<file path="config.mk">
export PLATFORM = sky130hd
export DESIGN_NAME = time_tmr_rr_arbiter_flat
export DESIGN_NICKNAME = d
export VERILOG_FILES = /design/src/rtl/time_tmr_rr_arbiter_if.sv /design/src/rtl/time_tmr_rr_arbiter.sv /design/src/flat_wrapper.sv
export SDC_FILE = /design/constraint.sdc
export NUM_CORES = 1
export LEC_CHECK = 0
export ABC_AREA = 1
export BUFFER_PORTS_ARGS = -buffer_cell sky130_fd_sc_hd__buf_2
export CAP_MARGIN = 20
export CORE_AREA = 2 2 98 53
export CTS_CLUSTER_SIZE = 30
export DETAILED_ROUTE_END_ITERATION = 6
export DIE_AREA = 0 0 100 55
export SYNTH_ARGS = -nofsm -noshare
export SYNTH_HDL_FRONTEND = slang
export SYNTH_SLANG_ARGS = --single-unit
</file>
<file path="constraint.sdc">
create_clock -name clk_i -period 6.6 [get_ports clk_i]
set_input_delay 1.32 -clock clk_i [delete_from_list [all_inputs] [get_ports clk_i]]
set_output_delay 1.32 -clock clk_i [all_outputs]
set_load 0.01 [all_outputs]
</file>
<file path="src/rtl/time_tmr_rr_arbiter_if.sv">
// Bus bundle for time_tmr_rr_arbiter: requester streams, the TMR issue/return pair and status.
// Carries grant_cnt_o only when TIME_TMR_ARB_STATS_EN is defined.
interface time_tmr_rr_arbiter_if #(
    parameter int NumReq         = 4,
    parameter int DataWidth      = 8,
    parameter int MaxOutstanding = 4
);
    localparam int TagWidth = $clog2(NumReq);
    localparam int CntWidth = $clog2(MaxOutstanding + 1);

    logic [NumReq-1:0][DataWidth-1:0] req_data_i;
    logic [NumReq-1:0]                req_valid_i;
    logic [NumReq-1:0]                req_ready_o;
    logic [TagWidth+DataWidth-1:0]    tmr_data_o;
    logic                             tmr_valid_o;
    logic                             tmr_ready_i;
    logic [TagWidth+DataWidth-1:0]    tmr_data_i;
    logic                             tmr_valid_i;
    logic                             tmr_ready_o;
    logic [DataWidth-1:0]             rsp_data_o;
    logic [NumReq-1:0]                rsp_valid_o;
    logic [NumReq-1:0]                rsp_ready_i;
    logic [CntWidth-1:0]              outstanding_o;
    logic                             tag_error_o;
`ifdef TIME_TMR_ARB_STATS_EN
    logic [NumReq-1:0][15:0]          grant_cnt_o;
`endif

    // The arbiter itself
    modport slave (
        input  req_data_i, req_valid_i, tmr_ready_i, tmr_data_i, tmr_valid_i, rsp_ready_i,
        output req_ready_o, tmr_data_o, tmr_valid_o, tmr_ready_o, rsp_data_o, rsp_valid_o,
`ifdef TIME_TMR_ARB_STATS_EN
        output grant_cnt_o,
`endif
        output outstanding_o, tag_error_o
    );

    // Requesters plus the TMR pair, seen from outside the arbiter
    modport master (
        output req_data_i, req_valid_i, tmr_ready_i, tmr_data_i, tmr_valid_i, rsp_ready_i,
        input  req_ready_o, tmr_data_o, tmr_valid_o, tmr_ready_o, rsp_data_o, rsp_valid_o,
`ifdef TIME_TMR_ARB_STATS_EN
        input  grant_cnt_o,
`endif
        input  outstanding_o, tag_error_o
    );
endinterface

</file>
<file path="src/rtl/time_tmr_rr_arbiter.sv">
// Round-robin front end sharing one time_TMR_start/time_TMR_end pair among NumReq requesters,
// with tag-routed returns and an in-flight credit limit. Optional per-requester grant
// counters are built when TIME_TMR_ARB_STATS_EN is defined.
module time_tmr_rr_arbiter #(
    parameter int NumReq         = 4,
    parameter int DataWidth      = 8,
    parameter int MaxOutstanding = 4
) (
    input logic                    clk_i,
    input logic                    rst_ni,
    time_tmr_rr_arbiter_if.slave   bus
);
    localparam int TagWidth = $clog2(NumReq);
    localparam int CntWidth = $clog2(MaxOutstanding + 1);
    localparam logic [CntWidth-1:0] MaxCnt  = CntWidth'(MaxOutstanding);
    localparam logic [TagWidth-1:0] LastTag = TagWidth'(NumReq - 1);

    typedef enum logic {IDLE, LOCK} state_e;

    state_e              state_reg;
    logic [TagWidth-1:0] rr_ptr_reg;
    logic [TagWidth-1:0] grant_reg;
    logic [CntWidth-1:0] outstanding_reg;
    logic                tag_error_reg;

    logic [TagWidth-1:0] pick;
    logic                pick_found;
    logic [TagWidth-1:0] sel;
    logic                sel_valid;
    logic [TagWidth-1:0] next_ptr;
    logic [NumReq-1:0]   req_ready;
    logic                issue_hs;

    logic [TagWidth-1:0] rsp_tag;
    logic                tag_bad;
    logic [NumReq-1:0]   rsp_valid;
    logic                tmr_ready;
    logic                return_hs;

    // Scan offsets from the far end so the smallest offset from rr_ptr wins
    always_comb begin : arbitrate
        pick       = rr_ptr_reg;
        pick_found = 1'b0;
        for (int k = NumReq - 1; k >= 0; k--) begin
            if (bus.req_valid_i[(int'(rr_ptr_reg) + k) % NumReq]) begin
                pick       = TagWidth'((int'(rr_ptr_reg) + k) % NumReq);
                pick_found = 1'b1;
            end
        end
        if (state_reg == LOCK) begin
            sel       = grant_reg;
            sel_valid = bus.req_valid_i[grant_reg];
        end else begin
            sel       = pick;
            sel_valid = pick_found && (outstanding_reg < MaxCnt);
        end
        req_ready = '0;
        if (sel_valid) begin
            req_ready[sel] = bus.tmr_ready_i;
        end
    end

    assign issue_hs        = sel_valid & bus.tmr_ready_i;
    assign next_ptr        = (sel == LastTag) ? '0 : sel + 1'b1;
    assign bus.tmr_valid_o = sel_valid;
    assign bus.tmr_data_o  = {sel, bus.req_data_i[sel]};
    assign bus.req_ready_o = req_ready;

    assign rsp_tag        = bus.tmr_data_i[TagWidth+DataWidth-1 -: TagWidth];
    assign bus.rsp_data_o = bus.tmr_data_i[DataWidth-1:0];

    // Out-of-range tags only exist when NumReq does not fill the tag space
    if ((1 << TagWidth) == NumReq) begin : g_dense_tags
        assign tag_bad = 1'b0;
    end else begin : g_sparse_tags
        assign tag_bad = int'(rsp_tag) >= NumReq;
    end

    always_comb begin : route_return
        rsp_valid = '0;
        tmr_ready = 1'b1;
        if (!tag_bad) begin
            rsp_valid[rsp_tag] = bus.tmr_valid_i;
            tmr_ready          = bus.rsp_ready_i[rsp_tag];
        end
    end

    assign return_hs         = bus.tmr_valid_i & tmr_ready;
    assign bus.rsp_valid_o   = rsp_valid;
    assign bus.tmr_ready_o   = tmr_ready;
    assign bus.outstanding_o = outstanding_reg;
    assign bus.tag_error_o   = tag_error_reg;

    always_ff @(posedge clk_i or negedge rst_ni) begin : issue_fsm
        if (!rst_ni) begin
            state_reg       <= IDLE;
            rr_ptr_reg      <= '0;
            grant_reg       <= '0;
            outstanding_reg <= '0;
            tag_error_reg   <= 1'b0;
        end else begin
            case (state_reg)
                IDLE: begin
                    if (sel_valid) begin
                        if (bus.tmr_ready_i) begin
                            rr_ptr_reg <= next_ptr;
                        end else begin
                            grant_reg <= sel;
                            state_reg <= LOCK;
                        end
                    end
                end
                LOCK: begin
                    if (issue_hs) begin
                        rr_ptr_reg <= next_ptr;
                        state_reg  <= IDLE;
                    end
                end
                default: state_reg <= IDLE;
            endcase

            // A dropped bad-tag beat still releases its credit
            case ({issue_hs, return_hs})
                2'b10:   outstanding_reg <= outstanding_reg + 1'b1;
                2'b01:   if (outstanding_reg != '0) outstanding_reg <= outstanding_reg - 1'b1;
                default: outstanding_reg <= outstanding_reg;
            endcase

            tag_error_reg <= bus.tmr_valid_i & tag_bad;
        end
    end

`ifdef TIME_TMR_ARB_STATS_EN
    logic [15:0] grant_cnt_reg [NumReq];

    for (genvar gi = 0; gi < NumReq; gi++) begin : g_stats
        always_ff @(posedge clk_i or negedge rst_ni) begin
            if (!rst_ni) begin
                grant_cnt_reg[gi] <= '0;
            end else if (issue_hs && (sel == TagWidth'(gi)) && (grant_cnt_reg[gi] != 16'hFFFF)) begin
                grant_cnt_reg[gi] <= grant_cnt_reg[gi] + 16'd1;
            end
        end
        assign bus.grant_cnt_o[gi] = grant_cnt_reg[gi];
    end
`endif

endmodule
</file>
<file path="src/flat_wrapper.sv">
// flat-port wrapper written by rule: the top's interface ports become plain ports
module time_tmr_rr_arbiter_flat 
#(
    parameter int NumReq         = 4,
    parameter int DataWidth      = 8,
    parameter int MaxOutstanding = 4
)
  (clk_i, rst_ni, bus_req_data_i, bus_req_valid_i, bus_tmr_ready_i, bus_tmr_data_i, bus_tmr_valid_i, bus_rsp_ready_i, bus_req_ready_o, bus_tmr_data_o, bus_tmr_valid_o, bus_tmr_ready_o, bus_rsp_data_o, bus_rsp_valid_o, bus_outstanding_o, bus_tag_error_o);
  time_tmr_rr_arbiter_if #(.NumReq(NumReq), .DataWidth(DataWidth), .MaxOutstanding(MaxOutstanding)) bus_i ();
  input logic clk_i;
  input logic rst_ni;
  input wire logic [$bits(bus_i.req_data_i)-1:0] bus_req_data_i;
  input wire logic [$bits(bus_i.req_valid_i)-1:0] bus_req_valid_i;
  input wire logic [$bits(bus_i.tmr_ready_i)-1:0] bus_tmr_ready_i;
  input wire logic [$bits(bus_i.tmr_data_i)-1:0] bus_tmr_data_i;
  input wire logic [$bits(bus_i.tmr_valid_i)-1:0] bus_tmr_valid_i;
  input wire logic [$bits(bus_i.rsp_ready_i)-1:0] bus_rsp_ready_i;
  output wire logic [$bits(bus_i.req_ready_o)-1:0] bus_req_ready_o;
  output wire logic [$bits(bus_i.tmr_data_o)-1:0] bus_tmr_data_o;
  output wire logic [$bits(bus_i.tmr_valid_o)-1:0] bus_tmr_valid_o;
  output wire logic [$bits(bus_i.tmr_ready_o)-1:0] bus_tmr_ready_o;
  output wire logic [$bits(bus_i.rsp_data_o)-1:0] bus_rsp_data_o;
  output wire logic [$bits(bus_i.rsp_valid_o)-1:0] bus_rsp_valid_o;
  output wire logic [$bits(bus_i.outstanding_o)-1:0] bus_outstanding_o;
  output wire logic [$bits(bus_i.tag_error_o)-1:0] bus_tag_error_o;
  assign bus_i.req_data_i = bus_req_data_i;
  assign bus_i.req_valid_i = bus_req_valid_i;
  assign bus_i.tmr_ready_i = bus_tmr_ready_i;
  assign bus_i.tmr_data_i = bus_tmr_data_i;
  assign bus_i.tmr_valid_i = bus_tmr_valid_i;
  assign bus_i.rsp_ready_i = bus_rsp_ready_i;
  assign bus_req_ready_o = bus_i.req_ready_o;
  assign bus_tmr_data_o = bus_i.tmr_data_o;
  assign bus_tmr_valid_o = bus_i.tmr_valid_o;
  assign bus_tmr_ready_o = bus_i.tmr_ready_o;
  assign bus_rsp_data_o = bus_i.rsp_data_o;
  assign bus_rsp_valid_o = bus_i.rsp_valid_o;
  assign bus_outstanding_o = bus_i.outstanding_o;
  assign bus_tag_error_o = bus_i.tag_error_o;
  time_tmr_rr_arbiter #(.NumReq(NumReq), .DataWidth(DataWidth), .MaxOutstanding(MaxOutstanding)) u_core (.clk_i(clk_i), .rst_ni(rst_ni), .bus(bus_i));
endmodule
</file>
-- Yosys cells after proc, flatten, opt, wreduce, memory -nomap -nowiden
Cells that the tools add are included.
- register bits: 8
- input port bits: 54
- output and inout bits: 32
- logic and storage cells: 90
- add/sub/neg operators: 6
- magnitude comparators: 10
- eq/ne operators: 7
- multiplexer cells: 43
- bitwise operators: 9
- reductions and logical operators: 11
- operator list (operator ; number):
    $mux W1 ; 19
    $mux W2 ; 9
    $bmux W8 S2 ; 1
    $bmux W1 S2 ; 6
    $lt A2 B3 Y1 const B ; 4
    $lt A3 B4 Y1 const B ; 3
    $and A4 B4 Y4 ; 2
    $mux W8 ; 1
    $pmux W3 S2 ; 1
    $reduce_and A3 Y1 ; 2
    $reduce_or A2 Y1 ; 3
    $add A2 B1 Y2 const B ; 2
    $add A2 B2 Y2 const B ; 2
    $demux W1 S2 ; 2
    $eq A2 B2 Y1 const B ; 2
    $ge A2 B1 Y1 const B ; 2
    $mux W4 ; 1
    $ne A2 B1 Y1 const B ; 2
    $ne A2 B2 Y1 const B ; 2
    $pmux W2 S2 ; 1
    $add A3 B1 Y3 const B ; 1
    $and A1 B1 Y1 const A ; 3
    $logic_and A1 B1 Y1 ; 3
    $lt A3 B3 Y1 const B ; 1
    other kinds (9) ; 11

-- Depth between registers and ports, before layout
Gate-level depths: netlist of run 1.
- word-level depth: 17
- depth in mapped cells: 17
- mapped depth without buffers: 16

-- Worst setup path before layout of run 1
No wires, ideal clock.
- kind: in2out
- start: input port bus_req_valid_i[1]
- end: output port bus_req_ready_o[3]
- data arrival time: 2.627 ns
- path slack: 2.653 ns
- cell stages on the path: 15
- path buffers: 1
- cells stage by stage: inv_1 > nand2_1 > nand3_1 > nand2_1 > inv_1 > nand2_2 > nand2_1 > nand3_2 > nand2_2 > nand3_4 > nand2_4 > buf_8 > ha_1 > inv_1 > nor2_1
- cells in the longest elaborated chain, start to end: 14
- elaborated cells on any way between the ends: 31
- RTL lines (item ; line ; RTL):
    from (decl) ; flat_wrapper.sv:13 ; input wire logic [$bits(bus_i.req_valid_i)-1:0] bus_req_valid_i;
    $bmux W1 S2 ; time_tmr_rr_arbiter.sv:45 ; if (bus.req_valid_i[(int'(rr_ptr_reg) + k) % NumReq]) begin
    $mux W1 (implied by the code) (2 in series) ; time_tmr_rr_arbiter.sv:45 ;
    $mux W2 (3 in series) ; time_tmr_rr_arbiter.sv:45 ;
    $mux W2 * ; time_tmr_rr_arbiter.sv:45 ;
    $mux W2 * ; time_tmr_rr_arbiter.sv:50 ; if (state_reg == LOCK) begin
    net bus_tmr_data_o[8] ; flat_wrapper.sv:19 ; output wire logic [$bits(bus_i.tmr_data_o)-1:0] bus_tmr_data_o;
    $lt A2 B3 Y1 (implied by the code) or $ge A2 B1 Y1 (tied branches) ; time_tmr_rr_arbiter.sv:59 ; req_ready[sel] = bus.tmr_ready_i;
    $logic_and A1 B1 Y1 (implied by the code) ; time_tmr_rr_arbiter.sv:59 ;
    $mux W1 (implied by the code) ; time_tmr_rr_arbiter.sv:59 ;
    $demux W1 S2 * ; n/a ;
    $and A4 B4 Y4 (no line) * ; n/a ;
    $mux W4 * ; time_tmr_rr_arbiter.sv:58 ; if (sel_valid) begin
    to (decl) ; flat_wrapper.sv:18 ; output wire logic [$bits(bus_i.req_ready_o)-1:0] bus_req_ready_o;
The timed path passes the listed nets; every way through them passes the cells marked *. The select of a mux whose other input is x is not followed.

-- Worst setup path in the final report of run 1
- start: input port bus_req_valid_i[0]
- end: output port bus_req_ready_o[0]
- cells in the longest elaborated chain, start to end: 14
- elaborated cells on any way between the ends: 31
- RTL lines (item ; line):
    $bmux W1 S2 ; time_tmr_rr_arbiter.sv:45
    $mux W1 (implied by the code) (2 in series) ; time_tmr_rr_arbiter.sv:45
    $mux W2 (4 in series) ; time_tmr_rr_arbiter.sv:45
    $mux W2 ; time_tmr_rr_arbiter.sv:50
    $lt A2 B3 Y1 (implied by the code) or $ge A2 B1 Y1 (tied branches) ; time_tmr_rr_arbiter.sv:59
    $logic_and A1 B1 Y1 (implied by the code) ; time_tmr_rr_arbiter.sv:59
    $mux W1 (implied by the code) ; time_tmr_rr_arbiter.sv:59
    $demux W1 S2 ; n/a
    $and A4 B4 Y4 (no line) ; n/a
    $mux W4 * ; time_tmr_rr_arbiter.sv:58
Every way passes the cells marked *; elsewhere a longest branch is shown, timed or not. The select of a mux whose other input is x is not followed.

==> results of run 1 <==
==> layer usage <==
metal / track usage [%] / up-vias / share of wire, %
met4: 4.11 / 0 / 0.70
met2: 21.2 / 47 / 42
met1: 19.7 / 711 / 52
met3: 2.14 / 4 / 4.9
li1: - / 829 / -
met5: 0 / - / 0
==> worst register-to-register path, stage by stage, from the launching register on <==
cell,delay [ns]
dfrtp_1,0.60
nand2_1,0.14
nand3_1,0.17
nand2_1,0.10
nor2_1,0.12
nand2_1,0.10
nand2_2,0.09
nand2_2,0.08
nand2_2,0.20
nand2_1,0.13
fa_1,0.39
nand3b_1,0.18
nand4_1,0.11
nand2_1,0.06
==> placed cells by master, fill, tap and decap left out <==
master    instances
a21boi_0          1
nand3b_1          1
clkinv_1          1
o21ai_0           3
nand2_1          64
xor2_1            1
nor3_1            4
a21oi_2           1
inv_2             1
nand3_2           1
nand2_4           1
conb_1            1
ha_1              4
a21oi_1           4
dfrtp_1           8
nand2_2          19
buf_2            68
nand3_4           1
o21ai_1           2
nand4_1           2
nand3_1          41
inv_8             1
clkbuf_8          3
inv_1            52
nor2_1           10
fa_1              1
==> path summary, 6_finish.rpt <==
path,startpoint,to,slack (ns)
min in group asynchronous,rst_ni,u_core.rr_ptr_reg[0],0.93
max in group asynchronous,rst_ni,u_core.bus.outstanding_o[0],5.50
hold / removal,u_core.bus.outstanding_o[0],u_core.bus.outstanding_o[0],0.49
setup / recovery,bus_req_valid_i[0],bus_req_ready_o[0],1.98
setup reg to reg,u_core.rr_ptr_reg[0],u_core.bus.outstanding_o[2],4.03
hold reg to reg,u_core.bus.outstanding_o[0],u_core.bus.outstanding_o[0],0.49
==> area by class of cell <==
cell class	count	area [um^2]
clock buffer	3	41.3
multi-input combinational	162	825
sequential	8	200
inverter	55	214
timing repair buffer	68	340
tap	60	75.1
fill	540	2990
==> logic make-up (layout without fill, tap and decap cells) <==
family                     Yosys count  count (layout)  synth area share [%]
xor gates and xnor gates             1               1                 0.649
AOI/OAI and AO/OA                   11              11                  4.55
adders and majority gates            5               5                  5.20
buffers and inverters               68             126                  24.0
other                                1               1                 0.278
DFF                                  8               8                  14.8
and+or+nand+nor                    144             144                  50.5
==> power by group through the flow <==
| stage | registers, mW | logic, mW | clock network [mW] |
|---|---|---|---|
| 2_1_floorplan | 0.0994 | 0.569 | 0 |
| 3_3_place_gp | 0.111 | 0.739 | 0 |
| 3_5_place_dp | 0.111 | 0.741 | 0 |
| 4_1_cts | 0.111 | 0.743 | 0.0601 |
| 5_1_grt | 0.117 | 0.858 | 0.0628 |
| 6_report | 0.111 | 0.734 | 0.0573 |
==> results by group, run 1 <==
Run status
  – Status: completed

Power
  – Total chip power: 902 uW
  – Sw frac: around 59%
  – Psw: between 500 and 600 uW
  – Clk pwr share: under 10%
  – Sequential power share: about 12%
  – Power density cells: between 500 and 600 nW/um^2
  – Int Pwr: 374 uW
  – Worst ir drop on vdd: 0.181 mV
  – Combinational share of power: 81.4%
  – Leak: 1.09 nW

Clock tree
  – Clock-pin slew on the worst setup and hold paths: about 0.040 ns
  – Root buf cell: clkbuf_8
  – Setup bufs post-CTS: 0
  – CTS tree: done
  – Clock sinks: 8
  – Clock Latency Late Sink: around 0.23 ns
  – Post-CTS resize count: 0
  – Cts hold-fix bufs: 0
  – Clk buf depth: 2
  – Number of H-tree levels: 1
  – Num CTS Buffers: 3

Placement
  – PortBufs: 68
  – Hpwl dp: 3.00 mm
  – RePlAce Congestion: 0.888
  – Dpl cell area: 1650 um^2
  – Placed instance count: about 350
  – Dpl ws: 1.93 ns

Die
  – Die Ht: 55 um
  – Top-Level Pins: 86
  – DIE AREA: approximately 5500 um^2
  – Row count: 18
  – Starting density of the core: 28.8%
  – Core Region: 4680 um^2
  – DIE WIDTH: 100 um

Synth
  – Synth async-reset ratio: 100%
  – Count leader, synth: nand2_1
  – Most frequent cells after synthesis: 64 x nand2_1, 52 x inv_1, 41 x nand3_1
  – Ys Warns: 0
  – Syn_area_per_cell: 5.67 um^2
  – Mapped Nets: slightly below 300
  – Synth Cell Area: between 1000 and 1500 um^2
  – Top cells by area, synth: nand2_1 18%, nand3_1 15%, dfrtp_1 15%
  – Seq cells post-synth: 8
  – Number of flops mapped to enable cells by yosys: 0
  – Post-synth top flop: dfrtp_1
  – Register area share after synthesis: 14.8%
  – Yosys top cell by area: nand2_1
  – Synth cell types: 28
  – Yosys top cell area share: 17.8%
  – Cells after synthesis: 238

Setup path
  – Crit path required time: between 5 and 6 ns
  – Delay of the slowest critical-path stage: 0.40 ns
  – CP cell instances: buf_2, nand2_1, nand2_2, nand2_2, nand2_2, inv_2, nand3_1, nand2_1, nand2_1, nand3_1, nand2_1, clkinv_1, ha_1, inv_1, nor2_1, buf_2
  – Max FO, Critical Path: 13
  – Worst Path Buf+Inv: 5
  – Critical Path End Type: primary output
  – R2R cell count: 13
  – WP depth: 16
  – Setup CP Type: in2out
  – Worst setup SP type: primary input
  – Critical Path AT: 3.30 ns
  – CP top delay family: simple AND/OR/NAND/NOR gates
  – Most used cell, CP: nand2_1
  – Critical path's slowest cell: clkinv_1

Timing
  – Final WS setup: between 1.5 and 2 ns
  – Final period demand of the worst path: 4.62 ns
  – Hold_ws: between 0.4 and 0.5 ns
  – Crit share post-route: 70.1%
  – FMAX: 0.216 GHz
  – RSZ-0062 raised after global routing: no
  – Fin. Hold Viols: 0
  – Clock Skew: ~0.00045 ns
  – Endpoints failing setup: 0
  – Setup TNS: 0 ns
  – Pins Over Slew Limit: 0

Route
  – Post-DRT Antenna Nets: 0
  – TritonRoute pass-1 iters: 4
  – Drt initial violations: 60
  – Post-DR vias/cell: 4.47
  – DR vias: 1591
  – Remaining DRCs: 0
  – Routed len/inst: 10.0 um
  – DRT Wirelength: 3.57 mm

Hold path
  – Worst hold stages: 1
  – Type of the tightest min-delay check: reg2reg

Final layout
  – Fin nets: 357
  – Layout area overhead: 25.7%
  – Non-Filler Instances: 356
  – Util after Layout: 36.2%
  – Design area: 1700 um^2
  – N_diodes: 0
  – Share of cells above drive strength 1: 32.4%

GRT
  – GRT Resource Usage Total: between 10% and 20%
  – Pin count of the biggest net entering global routing: 22
  – Initial antenna violation count: 0
  – First-pass GRT wire length: approximately 6.0 mm
  – Total congestion overflow: 0
  – Number of global-route vias before repair: 1359

Run
  – Max-cap violations: 0
(Power assumes the default switching activity.)
==> inputs of run 2 (changes only) <==
clock period = 4.4 ns   (was 6.6 ns; I/O delays follow)
==> run 2 against run 1 <==
Clock-buffer cell count stayed put. Sequential share of layout area is 0.052 points lower. Largest power group unchanged. Global-route usage is 0.31 points lower. Power is 53% higher. Clock skew is 0.00078 ns higher. First-iteration DRC count is 10% higher.
==> results by group, run 2 (same netlist as run 1, synthesis figures left out) <==
Run status
  – Status: completed

Final layout
  – Util after Layout: 36.4% (+0.16 points)
  – Commonest cells after routing, fill and taps aside: 68 x buf_2, 64 x nand2_1, 52 x inv_1
  – N_diodes: 0 (unchanged)
  – Fin nets: 358 (+0.28%)
  – Share of cells above drive strength 1: 32.7% (+0.23 points)
  – Layout area overhead: 26.3%
  – Most common cell after layout, fill and taps aside: buf_2

Route
  – Drt initial violations: 66 (+10%)
  – Post-DRT Antenna Nets: 0 (unchanged)
  – TritonRoute pass-1 iters: 4 (unchanged)
  – DRT Wirelength: 3.70 mm (+3.6%)
  – DR vias: 1569 (-1.4%)
  – Post-DR vias/cell: 4.39 (-1.7%)
  – Routed len/inst: 10.4 um (+3.3%)
  – Remaining DRCs: 0 (unchanged)

Die
  – DIE WIDTH: 100 um (unchanged)
  – Top-Level Pins: 86 (unchanged)
  – Row count: 18 (unchanged)
  – Core Region: 4680 um^2 (unchanged)
  – Die Ht: 55 um (unchanged)
  – DIE AREA: 5500 um^2 (unchanged)
  – Starting density of the core: 28.8% (unchanged)

Clock tree
  – Cts hold-fix bufs: 0 (unchanged)
  – Post-CTS resize count: 0 (unchanged)
  – CTS tree: done
  – Clock Latency Late Sink: 0.23 ns (about the same)
  – Clk buf depth: 2 (unchanged)
  – Setup bufs post-CTS: 0 (unchanged)
  – Root buf cell: clkbuf_8
  – Number of H-tree levels: 1 (unchanged)
  – Clock sinks: 8 (unchanged)
  – Clock-pin slew on the worst setup and hold paths: 0.04 ns (about the same)
  – Num CTS Buffers: 3 (unchanged)

Setup path
  – Critical Path AT: 2.64 ns (-0.66 ns)
  – Setup CP Type: in2out
  – R2R cell count: 13 (unchanged)
  – Reg2reg end: u_core.bus.outstanding_o[2]
  – Reg2reg setup slack: 1.77 ns (-2.26 ns)
  – Critical Path End Type: primary output
  – Crit path required time: 3.52 ns (-1.76 ns)
  – Max FO, Critical Path: 13 (unchanged)
  – Worst R2R Start: u_core.rr_ptr_reg[0]
  – Worst setup SP type: primary input

Placement
  – RePlAce Congestion: 0.899 (+1.3%)
  – Hpwl dp: 3.12 mm (+3.8%)
  – PortBufs: 68 (unchanged)

Timing
  – Setup TNS: 0 ns (unchanged)
  – Clock Skew: 0.00123 ns (+0.000783 ns)
  – Endpoints failing setup: 0 (unchanged)
  – FMAX: approximately 0.28 GHz
  – Fin. Hold Viols: 0 (unchanged)
  – Hold_ws: 0.487 ns (-0.00443 ns)
  – Pins Over Slew Limit: 0 (unchanged)
  – RSZ-0062 raised after global routing: no
  – Crit share post-route: 80.0%
  – Final period demand of the worst path: 3.52 ns

GRT
  – Initial antenna violation count: 0 (unchanged)
  – Total congestion overflow: 0 (unchanged)
  – Pin count of the biggest net entering global routing: 22 (unchanged)
  – GRT Resource Usage Total: 13.3% (-0.31 points)
  – Number of global-route vias before repair: 1262 (-7.1%)
  – First-pass GRT wire length: 5.82 mm (-2.9%)

Power
  – Worst ir drop on vdd: 0.282 mV (+55%)
  – Leak: 1.09 nW (+0.45%)
  – Power density cells: 810 nW/um^2 (+52%)

Hold path
  – Type of the tightest min-delay check: in2async

Run
  – Max-cap violations: 0 (unchanged)
run 2: cell types whose count changed in the layout (fill, tap and decap cells not counted), sizes merged:
cell / before / now
buf: 68 / 69
run 2: worst max-delay path, stage by stage:
cell and delay [ns]:
buf_2 0.10, nand2_1 0.06, nand2_2 0.12, nand2_2 0.07, nand2_2 0.08, inv_2 0.05
nand3_1 0.07, nand2_1 0.05, nand2_1 0.05, nand3_1 0.06, nand2_1 0.06, buf_4 0.19
clkinv_1 0.28, ha_1 0.29, inv_1 0.05, nor2_1 0.04, buf_2 0.14
run 2: worst max-delay path by stage:
| stage | from | to | slack (ns) | cells past startpoint |
|---|---|---|---|---|
| 2_1_floorplan | bus_req_valid_i[1] | bus_req_ready_o[3] | 1.33 | 15 |
| 3_3_place_gp | bus_req_valid_i[1] | bus_req_ready_o[1] | 0.91 | 16 |
| 3_5_place_dp | bus_req_valid_i[0] | bus_req_ready_o[0] | 0.87 | 17 |
| 4_1_cts | bus_req_valid_i[0] | bus_req_ready_o[0] | 0.86 | 17 |
| 5_1_grt | u_core.rr_ptr_reg[0] | bus_req_ready_o[0] | 0.62 | 16 |
| 6_report | bus_req_valid_i[0] | bus_req_ready_o[0] | 0.88 | 17 |
run 2: area by class of cell:
| class | count | area, um^2 |
|---|---|---|
| timing repair buffer | 69 | 348 |
| clock buffer | 3 | 41.3 |
| sequential | 8 | 200 |
| fill | 539 | 2980 |
| inverter | 55 | 214 |
| multi-input combinational | 162 | 825 |
| tap | 60 | 75.1 |
run 2: power by group:
part / switching, mW / internal [mW] / total [mW]
registers: 0.0566 / 0.112 / 0.169
logic: 0.720 / 0.405 / 1.12
clock network: 0.0276 / 0.0591 / 0.0867
total: 0.804 / 0.576 / 1.38
run 2: per-layer routing:
layer	GRT usage, %	wire [um]	share of wire, %	vias up
li1	-	-	-	832
met1	19.7	1860	50	676
met2	20.2	1550	42	55
met3	2.39	254	6.9	6
met4	3.42	33	0.89	0
met5	0	0	0	-
run 2: metrics by stage:
step | area [um^2] | instances | setup slack (ns) | power, mW
4_1_cts | 1700 | 357 | 0.864 | 1.40
3_3_place_gp | 1660 | 354 | 0.910 | 1.29
3_5_place_dp | 1660 | 354 | 0.873 | 1.30
5_1_grt | 1700 | 357 | 0.621 | 1.56
2_1_floorplan | 1350 | 238 | 1.33 | 1.00
6_report | 1700 | 357 | 0.881 | 1.38
==> inputs of run 3 (changes only) <==
ABC_AREA = 0   (was 1)
CORE_AREA = 2 2 96 52   (was 2 2 98 53)
DIE_AREA = 0 0 98 54   (was 0 0 100 55)
clock period = 2.9 ns   (was 4.4 ns; I/O delays follow)
==> run 3 against run 2 <==
Via count decreased by 3.6%. Largest cell class unchanged. Clock-buffer cell count stayed put. Flip-flop and latch count stayed put. Highest routed layer unchanged. Wire length rose by 18%.
==> results by group, run 3 <==
Timing
  – Fin. Hold Viols: 0 (unchanged)
  – Pins Over Slew Limit: 0 (unchanged)
  – RSZ-0062 raised after global routing: no
  – Final period demand of the worst path: around 2.7 ns
  – Setup TNS: 0 ns (unchanged)
  – Hold_ws: 0.185 ns (-0.302 ns)
  – FMAX: about 0.37 GHz
  – Slew HR: 49.0%
  – Least-Margin Pin Slew: 0.763 ns
  – Clock Skew: 0.00179 ns (+0.000556 ns)
  – Crit share post-route: just over 90%
  – Endpoints failing setup: 0 (unchanged)

Setup path
  – Setup CP Type: in2out
  – Critical Path AT: 2.12 ns (-0.52 ns)
  – CP cell instances: buf_2, nor3b_1, a211oi_2, o31ai_2, inv_2, ha_1, and3_1, buf_2
  – Delay of the slowest critical-path stage: 0.30 ns (about the same)
  – Worst Path Buf+Inv: 3 (-3)
  – Most used cell, CP: buf_2
  – Max FO, Critical Path: 11 (-2)
  – Critical Path End Type: primary output
  – Worst setup SP type: primary input
  – CP top delay family: simple AND/OR/NAND/NOR gates
  – Crit path required time: 2.32 ns (-1.20 ns)
  – Critical path's slowest cell: nor3b_1

Final layout
  – Storage cell area: 201 um^2 (+0.62%)
  – Fillers: 508 (-5.8%)
  – Layout area overhead: 33.2%
  – Design area: 1710 um^2 (+0.59%)
  – N_diodes: 0 (unchanged)
  – Most common cell after layout, fill and taps aside: buf_2
  – Share of cells above drive strength 1: 40.2% (+7.5 points)
  – Area of the multi-input gates: 936 um^2 (+14%)
  – Commonest cells after routing, fill and taps aside: 68 x buf_2, 14 x o21ai_0, 13 x inv_1
  – Fin nets: 290 (-19%)

Run status
  – Status: completed

Power
  – Power density cells: 1070 nW/um^2 (+32%)
  – Leak: 0.859 nW (-21%)
  – Worst ir drop on vdd: 0.353 mV (+25%)

Die
  – Starting density of the core: 28.1% (-0.66 points)
  – Core Region: 4570 um^2 (-2.4%)
  – Row count: 18 (unchanged)
  – Top-Level Pins: 86 (unchanged)
  – Die Ht: 54 um (-1.8%)
  – DIE AREA: 5290 um^2 (-3.8%)
  – DIE WIDTH: 98 um (-2.0%)

Synth
  – Synth cell types: 44 (+57%)
  – Ys Warns: 0 (unchanged)
  – Synth async-reset ratio: 100% (unchanged)
  – Top cells by area, synth: dfrtp_1 16%, a22o_1 5.4%, o21ai_0 5.4%
  – Synth Cell Area: 1290 um^2 (-4.6%)
  – Seq cells post-synth: 8 (unchanged)
  – Yosys top cell by area: dfrtp_1
  – Mapped Nets: 225 (-24%)
  – Syn_area_per_cell: 7.75 um^2 (+37%)
  – Post-synth top flop: dfrtp_1
  – Register area share after synthesis: 15.6% (+0.72 points)
  – Most frequent cells after synthesis: 14 x o21ai_0, 13 x inv_1, 12 x a21oi_1
  – Yosys top cell area share: 15.6% (-2.2 points)
  – Count leader, synth: o21ai_0
  – Cells after synthesis: 166 (-30%)
  – Number of flops mapped to enable cells by yosys: 0 (unchanged)

GRT
  – Total congestion overflow: 0 (unchanged)
  – First-pass GRT wire length: 6.86 mm (+18%)
  – Initial antenna violation count: 0 (unchanged)
  – GRT Resource Usage Total: 16.7% (+3.3 points)
  – Number of global-route vias before repair: 1388 (+10%)
  – Pin count of the biggest net entering global routing: 18 (-18%)

Route
  – DRT Wirelength: 4.37 mm (+18%)
  – DR vias: 1513 (-3.6%)
  – Drt initial violations: 103 (+56%)
  – Post-DRT Antenna Nets: 0 (unchanged)
  – TritonRoute pass-1 iters: 4 (unchanged)
  – Routed len/inst: 15.1 um (+46%)
  – Remaining DRCs: 0 (unchanged)
  – Post-DR vias/cell: 5.24 (+19%)

Clock tree
  – Clock sinks: 8 (unchanged)
  – Clock Latency Late Sink: 0.23 ns (about the same)
  – Clk buf depth: 2 (unchanged)
  – Clock-pin slew on the worst setup and hold paths: 0.04 ns (about the same)
  – Cts hold-fix bufs: 0 (unchanged)
  – Root buf cell: clkbuf_8
  – Number of H-tree levels: 1 (unchanged)
  – Num CTS Buffers: 3 (unchanged)
  – CTS tree: done

Run
  – Max-cap violations: 0 (unchanged)

Hold path
  – Type of the tightest min-delay check: in2async

Placement
  – Hpwl dp: 3.39 mm (+8.9%)
  – RePlAce Congestion: 0.816 (-9.2%)
  – PortBufs: 68 (unchanged)
  – Dpl cell area: 1670 um^2 (+0.23%)
run 3: cell count changes after synthesis, sizes merged, moves of 6 or more:
cell,change
nand2,-75
inv,-39
nand3,-34
o21ai,+9
a21oi,+8
a22o,+8
o211ai,+8
o311ai,+8
o31a,+8
and3,+6
run 3: cell type report:
class,instances,share of cell area (%)
Timing Repair Buffer,76,23.4
Sequential cell,8,11.8
Tap cell,60,4.38
Clock buffer,3,2.41
Multi-Input combinational cell,127,54.6
Inverter,15,3.43
run 3: power breakdown:
part	switching (mW)	total, mW	leakage (nW)	internal [mW]
sequential	0.116	0.287	0.0935	0.171
clock	0.0446	0.135	0.0216	0.0900
combinational	0.791	1.41	0.744	0.624
total	0.951	1.84	0.859	0.885
run 3: path summary, 6_finish.rpt:
path / slack [ns] / depth (start not counted) / from / endpoint
worst max-delay path: 0.20 / 8 / bus_req_valid_i[1] / bus_req_ready_o[0]
worst min-delay path: 0.18 / 1 / rst_ni / u_core.grant_reg[0]
worst max register to register: 0.43 / 8 / u_core.grant_reg[0] / u_core.bus.outstanding_o[2]
worst min register to register: 0.52 / 1 / u_core.bus.outstanding_o[0] / u_core.bus.outstanding_o[0]
max in group asynchronous: 2.53 / 1 / rst_ni / async pin
min in group clk_i: 0.52 / 1 / u_core.bus.outstanding_o[0] / u_core.bus.outstanding_o[0]
run 3: metal layers:
metal | global-route usage, % | up-vias | share of wire [%]
met5 | 0 | - | 0
met4 | 4.63 | 0 | 0.87
met3 | 3.90 | 5 | 7.2
met2 | 23.5 | 57 | 39
met1 | 24.9 | 699 | 53
li1 | - | 752 | -
run 3: through the flow:
stage | worst slack (ns) | power (mW) | utilization (%) | cells
2_1_floorplan | 0.0126 | 1.17 | - | 166
3_3_place_gp | 0.192 | 1.67 | 36.4 | 286
3_5_place_dp | 0.149 | 1.68 | 36.4 | 286
4_1_cts | 0.125 | 1.82 | 37.3 | 289
5_1_grt | 0.0452 | 2.00 | 37.5 | 289
6_report | 0.203 | 1.84 | 37.5 | 289
run 3: cell families after synthesis:
| logic type | count (synthesis) | share of synthesized area (%) |
|---|---|---|
| other | 1 | 0.292 |
| muxes | 4 | 5.35 |
| adders and majority gates | 5 | 5.45 |
| buffers and inverters | 31 | 12.1 |
| and+or+nand+nor | 44 | 17.8 |
| DFF | 8 | 15.6 |
| AOI/OAI and AO/OA | 73 | 43.5 |
run 3: timing repair:
action                     CTS  global route
setup endpoints to repair    0             4
setup buffers                0             0
gates resized for setup      0             2
